[config.mk]
export PLATFORM = sky130hd
export DESIGN_NAME = muldiv_seq
export DESIGN_NICKNAME = d
export VERILOG_FILES = /design/src/rtl/muldiv_seq.sv
export SDC_FILE = /design/constraint.sdc
export NUM_CORES = 1
export LEC_CHECK = 0
export BUFFER_PORTS_ARGS = -buffer_cell sky130_fd_sc_hd__buf_4
export CORE_ASPECT_RATIO = 1.25
export CORE_UTILIZATION = 39
export DETAILED_ROUTE_END_ITERATION = 10
export HOLD_SLACK_MARGIN = 0.06
export SYNTH_ARGS = -nofsm -noshare
export SYNTH_HDL_FRONTEND = slang
export SYNTH_SLANG_ARGS = --single-unit
[constraint.sdc]
create_clock -name CLK -period 2.1 [get_ports CLK]
set_input_delay 0.21 -clock CLK [delete_from_list [all_inputs] [get_ports CLK]]
set_output_delay 0.21 -clock CLK [all_outputs]
set_load 0.005 [all_outputs]
[src/rtl/muldiv_seq.sv]
// Multi-cycle unsigned 16x16 multiply (shift-add) and 32/16 divide (restoring)
// that sequences an external 16-bit ALU using only its ADD and SUB functions.
module muldiv_seq #(
    parameter int WIDTH = 16
) (
    input  logic             CLK,
    input  logic             RESET_N,
    input  logic             START,
    input  logic             OP,
    input  logic [WIDTH-1:0] OPA,
    input  logic [WIDTH-1:0] OPB,
    input  logic [WIDTH-1:0] OPC,
    output logic             BUSY,
    output logic             DONE,
    output logic             OVF,
    output logic [WIDTH-1:0] RES_HI,
    output logic [WIDTH-1:0] RES_LO,
    output logic [WIDTH-1:0] ALU_A,
    output logic [WIDTH-1:0] ALU_B,
    output logic             ALU_CIN,
    output logic             ALU_ADD,
    output logic             ALU_BONLY,
    output logic             ALU_IRFC,
    output logic [WIDTH-1:0] ALU_IR,
    input  logic [WIDTH-1:0] ALU_D,
    input  logic             ALU_C
);

    typedef enum logic [1:0] {IDLE, CHECK, RUN, FIN} state_t;

    localparam logic [WIDTH-1:0] IR_ADD = 16'h000C;
    localparam logic [WIDTH-1:0] IR_SUB = 16'h000D;

    state_t           state, state_nxt;
    logic             op;
    logic [3:0]       cnt;
    // hi/lo hold the partial product for multiply and R/Q for divide;
    // m holds the multiplicand or the divisor.
    logic [WIDTH-1:0] hi, lo, m;
    logic [WIDTH-1:0] hi_nxt, lo_nxt, div_s;

    assign ALU_CIN   = 1'b0;
    assign ALU_ADD   = 1'b0;
    assign ALU_BONLY = 1'b0;
    assign BUSY      = (state == CHECK) || (state == RUN);
    assign DONE      = (state == FIN);

    always_comb begin
        state_nxt = state;
        ALU_A     = '0;
        ALU_B     = '0;
        ALU_IRFC  = 1'b0;
        ALU_IR    = '0;
        hi_nxt    = hi;
        lo_nxt    = lo;
        div_s     = {hi[WIDTH-2:0], lo[WIDTH-1]};
        case (state)
            IDLE: begin
                if (START)
                    state_nxt = OP ? CHECK : RUN;
            end
            CHECK: begin
                ALU_A     = hi;
                ALU_B     = m;
                ALU_IRFC  = 1'b1;
                ALU_IR    = IR_SUB;
                state_nxt = ALU_C ? RUN : FIN;
            end
            RUN: begin
                ALU_IRFC = 1'b1;
                if (!op) begin
                    ALU_A  = hi;
                    ALU_B  = lo[0] ? m : '0;
                    ALU_IR = IR_ADD;
                    hi_nxt = {ALU_C, ALU_D[WIDTH-1:1]};
                    lo_nxt = {ALU_D[0], lo[WIDTH-1:1]};
                end else begin
                    ALU_A  = div_s;
                    ALU_B  = m;
                    ALU_IR = IR_SUB;
                    // A set R[15] means the shifted remainder exceeds 16 bits,
                    // so it is certainly >= divisor regardless of the borrow.
                    if (hi[WIDTH-1] || !ALU_C) begin
                        hi_nxt = ALU_D;
                        lo_nxt = {lo[WIDTH-2:0], 1'b1};
                    end else begin
                        hi_nxt = div_s;
                        lo_nxt = {lo[WIDTH-2:0], 1'b0};
                    end
                end
                if (cnt == 4'hF)
                    state_nxt = FIN;
            end
            FIN: state_nxt = IDLE;
        endcase
    end

    always_ff @(posedge CLK or negedge RESET_N) begin
        if (!RESET_N) begin
            state  <= IDLE;
            op     <= 1'b0;
            cnt    <= '0;
            hi     <= '0;
            lo     <= '0;
            m      <= '0;
            OVF    <= 1'b0;
            RES_HI <= '0;
            RES_LO <= '0;
        end else begin
            state <= state_nxt;
            case (state)
                IDLE: begin
                    if (START) begin
                        OVF <= 1'b0;
                        op  <= OP;
                        cnt <= '0;
                        lo  <= OPB;
                        if (OP) begin
                            hi <= OPA;
                            m  <= OPC;
                        end else begin
                            hi <= '0;
                            m  <= OPA;
                        end
                    end
                end
                CHECK: begin
                    if (!ALU_C) begin
                        OVF    <= 1'b1;
                        RES_HI <= '1;
                        RES_LO <= '1;
                    end
                end
                RUN: begin
                    hi  <= hi_nxt;
                    lo  <= lo_nxt;
                    cnt <= cnt + 4'd1;
                    // Results are published on the edge into FIN so they are
                    // already valid while DONE is high.
                    if (cnt == 4'hF) begin
                        RES_HI <= hi_nxt;
                        RES_LO <= lo_nxt;
                    end
                end
                default: ;
            endcase
        end
    end

endmodule

Yosys cells after proc, flatten, opt, wreduce, memory -nomap -nowiden
Cells that the tools add are included.
{"block": "totals", "ff_bits": 88}
{"block": "op_classes", "n_reduce_logical": 13, "addsub": 1, "mux": 33, "eq_ne": 7}
{"op": "16-bit two-way mux", "n": 13}
{"op": "16-bit case mux with 2 select lines", "n": 6}
{"op": "4-bit case mux with 2 select lines", "n": 2}
{"op": "2-bit case mux with 4 select lines", "n": 1}
{"op": "1-bit two-way mux", "n": 6}
{"op": "2-bit two-way mux", "n": 3}
{"op": "2-bit AND reduction", "n": 3}
{"op": "3-bit AND reduction", "n": 2}
{"op": "2-bit nonzero test", "n": 3}
{"op": "4-bit by 1-bit adder with 4-bit output, second input constant", "n": 1}
{"op": "2-bit equality test, second input constant", "n": 2}
{"op": "4-bit equality test, second input constant", "n": 1}
{"op": "4-bit two-way mux", "n": 1}
{"op": "2-bit inequality test, second input constant", "n": 2}
{"op": "2-bit by 1-bit equality test with 1-bit output, second input constant", "n": 1}
{"op": "2-bit zero test", "n": 1}
{"op": "1-bit logical OR", "n": 2}
{"op": "2-bit by 1-bit inequality test with 1-bit output, second input constant", "n": 1}
{"op": "1-bit case mux with 2 select lines", "n": 1}
{"op": "2-bit OR reduction", "n": 1}
{"op": "1-bit zero test", "n": 1}

Longest topological paths before layout
{"block": "logic_depth", "ltp_word": 6, "depth_mapped": 9, "mapped_depth_nobuf": 6}

Least setup slack after synthesis
Ideal clock, no wire load.
{"block": "synth_timing", "path_kind": "flip-flop to output port", "from": "register state[0]", "to": "output ALU_B[0]", "required_ns": 1.890, "path_stages_with_launch": 7, "arrival_ns": 1.602, "slack_ns": 0.288, "path_buffers": 2, "cell_sequence": "dfrtp_1 inv_1 ha_1 clkbuf_1 o21a_1 clkbuf_1 and2_1"}
{"block": "synth_between", "elab_chain_len": 2, "word_cells_on_any_way": 3, "cone_classes": "eq/ne (2); mux (1)"}
{"element": "start, declared", "line": "34", "rtl": "state_t state, state_nxt;"}
{"element": "start signal, assigned", "line": "110", "rtl": "state <= state_nxt;"}
{"element": "2-bit equality test or 2-bit by 1-bit equality test with 1-bit output (tied branches)", "line": "57", "rtl": "case (state)"}
{"element": "16-bit case mux with 2 select lines *", "line": "57"}
{"element": "end, declared", "line": "19", "rtl": "output logic [WIDTH-1:0] ALU_B,"}
Every way passes the cells marked *; elsewhere a longest branch is shown, timed or not.

Worst setup path after layout
{"block": "layout_timing", "from": "register state[0]", "to": "output ALU_A[2]"}
{"block": "layout_between", "elab_chain_len": 2, "word_cells_on_any_way": 3, "cone_classes": "eq/ne (2); mux (1)"}
{"element": "2-bit equality test or 2-bit by 1-bit equality test with 1-bit output (tied branches)", "line": "57"}
{"element": "16-bit case mux with 2 select lines *", "line": "57"}
{"element": "end, declared", "line": "18", "rtl": "output logic [WIDTH-1:0] ALU_A,"}
Marked as above.

==> run summary <==
Among the stages of the critical path, the cell type that occurs most often is sky130_fd_sc_hd__buf_4. The final design instance area without fill was 6472 sq um; the via count normalized by instance count was 5.081. No sink is reached through more buffers than the 2 on the longest clock path. Counting distinct cell types in the post-synthesis netlist gives 38.

Together, buffers and inverters on the worst path number 3. The violation count after the first detailed-route iteration is 216. Yosys mapped a number of flops with a built-in enable equal to 0. Worst path setup slack after routing: 0.08633 ns.

The complex-gate fraction of the synthesized area was 19.03%. Once the floorplan was initialized, standard cells occupied 40.26% of the core. By startpoint and endpoint, the worst setup path is classified as reg -> out. Count of boundary I/O pins: 156. For the total wire length, the log shows 13770 um. The number of global-route vias before repair is 4352, and the number of detailed-routing iterations run before antenna repair is 4. The shortest period the worst path allows was 2.014 ns; the arrival time reported for the critical path endpoint was 1.80 ns. The repair_antennas step left the layout with diodes totalling 0. Summing the areas of all fa, ha and maj instances in the mapped netlist gives 1.781% of the synthesized area.

Once detailed placement completed, the half-perimeter wirelength came to 9941 um. The number of max-slew violations in the final report is 0. The post-route netlist has 30.32% of its cells at a drive strength greater than 1.

The data required time at the worst endpoint was 1.89 ns; the stage delay of the slowest cell on the critical path was 0.45 ns. Counting the fill cells in the layout gives 1157. The register clock-pin slew on the reported worst setup and hold paths came out at 0.07 ns. After synthesis, the largest area contributor takes up 44.77% of total cell area. Of the total synthesized cell area, the portion taken by AND, OR, NAND and NOR gates is 19.64%. The core region is 12220 sq um. Total number of nets in the final design: 767. In the global route stage, overall resource usage came out at 21.66%. In the routed design, unresolved DRC markers number 0. The floorplan has 45 rows. The worst min-delay path class was in -> reg. After detailed placement, the total cell area comes to 6080 sq um.

The tools report the number of endpoints failing setup at the final stage as 0. The logs give 0 for the initial antenna violation count and 0.7073 mV for the maximum resistive drop on vdd. Share of synthesized area occupied by flip-flops and latches: 44.77%.

The synthesis-to-finish area growth was 31.60%. The sequential cell area in the final layout was 2206 sq um; the horizontal extent of the die was 102.4 um. In this run the remaining antenna-violating nets after routing total 0.

For this run, asynchronously set or reset flops after synthesis account for 100.0%. The Yosys step of the flow raised 0 warnings. Residual overflow from global routing: 0. The tree built by TritonCTS fans out to 88 sinks. The later pin in the worst-skew pair is clocked with a latency of 0.34 ns. Total power divided by cell area: 1476 nW/um^2.

Synthesis produced 564 cells. The most used flip-flop cell after synthesis is sky130_fd_sc_hd__dfrtp_1. The global placer's final weighted congestion is 0.8337, and the via count is 4370. The tools report the area occupied by multi-input gates as 2461 sq um.

The worst clock skew is 0.006732 ns. Post-route non-filler standard cell count: 860. The run finished with clean final reports.

Traced cell by cell, the critical path runs through inv_4 -> ha_4 -> and2_4 -> buf_4 -> a22oi_1 -> nor2b_1 -> buf_4. The count of endpoints failing hold in the final timing report is 0. Overall power consumption after layout is estimated at 9.554 mW. STA classifies the critical path endpoint as a primary output. The number of buffers inserted during clock tree synthesis is 9, and the number of max-capacitance violations reported is 0. CTS built an H-tree with a depth of 3. In this run, synthesis produced a sequential element count of 88.

Cell family contributing the most delay on the critical path: flip-flops. After synthesis, the most frequently instantiated cells are sky130_fd_sc_hd__dfrtp_1, sky130_fd_sc_hd__nand2_1, sky130_fd_sc_hd__nor2_1. Static timing analysis puts the maximum clock frequency at 496.6 MHz. The post-detailed-route wirelength per cell was 16.02 um. Entering global routing, the biggest net connects 52 pins. By instance count, the leading cell after synthesis is sky130_fd_sc_hd__dfrtp_1. In this run the clock root is driven by a sky130_fd_sc_hd__clkbuf_16. The static leakage power came out at 2.884 nW. STA classifies the critical path startpoint as a flop. The maximum fanout along the worst path was 8; the post-synthesis share of cell area spent on xor and xnor gates was 0%.

The die covers 13070 sq um. Measured against the total synthesized area, the mux share comes to 7.174%. By area the synthesized netlist is led by sky130_fd_sc_hd__dfrtp_1, sky130_fd_sc_hd__mux2i_1, sky130_fd_sc_hd__nand2_1.

The final total negative setup slack was 0 ns. The largest total area in the synthesized netlist belongs to sky130_fd_sc_hd__dfrtp_1. The first global-routing pass estimated 21750 um of wire. After synthesis, the mean cell area works out to 8.721 sq um. In this run the cell area of the synthesized design comes to 4918 sq um.

TritonCTS built the clock tree. In the finished design, the share of the clock period the worst path needs comes to 95.89%. The placed cell count is 839, and the count of buffers from port buffering is 139. Timing analysis after detailed placement gives a worst setup slack of 0.05524 ns. The die is 127.6 um tall. By area, the combinational part of the netlist is dominated by simple AND/OR/NAND/NOR gates. The slowest library cell on the worst path is sky130_fd_sc_hd__dfrtp_2.
-- timing repair --
action	CTS	global route
pin swaps	0	1
endpoints found under the setup margin	32	47
hold endpoints to repair	31	0
gates resized for setup	7	8
setup buffers	0	3
hold buffers	1	0
gates cloned	0	1
-- worst paths after layout --
path                          start         to  slack [ns]  depth (start not counted)
setup / recovery           state[0]   ALU_A[2]        0.09                          7
hold / removal               OPA[6]      hi[6]        0.15                          3
setup reg to reg           state[1]     cnt[2]        0.22                          6
hold reg to reg               lo[1]      lo[1]        0.51                          2
max in group asynchronous   RESET_N  RES_HI[8]        1.14                          3
min in group asynchronous   RESET_N  RES_LO[2]        0.37                          2
-- report_power, final --
group / internal [mW] / switching (mW) / leakage, nW
registers: 2.33 / 0.574 / 0.969
logic: 2.33 / 2.66 / 1.77
clock network: 0.983 / 0.677 / 0.148
-- area by class of cell --
cell class | instances | area share, %
multi-input combinational | 423 | 38.02
sequential | 88 | 34.08
timing repair buffer | 163 | 19.58
clock buffer | 11 | 3.905
tap | 164 | 3.170
clock inverter | 5 | 0.8506
inverter | 6 | 0.3866
-- cell families (layout without fill, tap and decap cells) --
kind of cell,Yosys count,in the layout
AO/OA/AOI/OAI,149,149
adder cells (fa/ha/maj),7,7
buffers and inverters,68,185
flip-flops,88,88
multiplexers,35,35
other,1,16
AND/OR/NAND/NOR,216,216
-- sequential cells by signal (all words and copies together) (netlist names) --
signal  count
OVF         1
RES_HI     16
RES_LO     16
cnt         4
hi         16
lo         16
m          16
op          1
state       2
-- placed cells by master (no fill, tap or decap), drive strengths merged, types with 17 or more instances in the layout --
master	netlist	layout
o21ai	39	39
nor2	69	69
dfrtp	88	88
and2	19	19
nand2	84	84
nand3	17	17
mux2i	33	33
a21oi	38	38
buf	42	162
nor2b	21	21
-- per-stage QoR --
| stage | utilization (%) | hold slack, ns |
|---|---|---|
| 3_3_place_gp | 49.76 | 0.2031 |
| 4_1_cts | 52.55 | 0.1407 |
| 2_1_floorplan | - | -0.08559 |
| 5_1_grt | 52.97 | 0.1549 |
| 3_5_place_dp | 49.76 | 0.2009 |
| 6_report | 52.97 | 0.1486 |
-- worst reg2reg max path, stage by stage, from the launching register on --
cell and delay [ns]:
sky130_fd_sc_hd__dfrtp_2 0.44, sky130_fd_sc_hd__inv_1 0.17, sky130_fd_sc_hd__ha_1 0.34, sky130_fd_sc_hd__mux2i_4 0.33
sky130_fd_sc_hd__nor2_1 0.05, sky130_fd_sc_hd__mux2_2 0.26, sky130_fd_sc_hd__a22o_1 0.17
-- metal layers --
| layer | wire, um | up-vias | part of all wire, % | GRT usage [%] |
|---|---|---|---|---|
| li1 | - | 2160 | - | - |
| met1 | 5875 | 2036 | 43 | 27.91 |
| met2 | 6630 | 156 | 48 | 34.82 |
| met3 | 996 | 18 | 7.2 | 5.470 |
| met4 | 272 | 0 | 2.0 | 7.899 |
| met5 | 0 | - | 0 | 0 |
No activity file was read; power rests on OpenSTA's default activity.
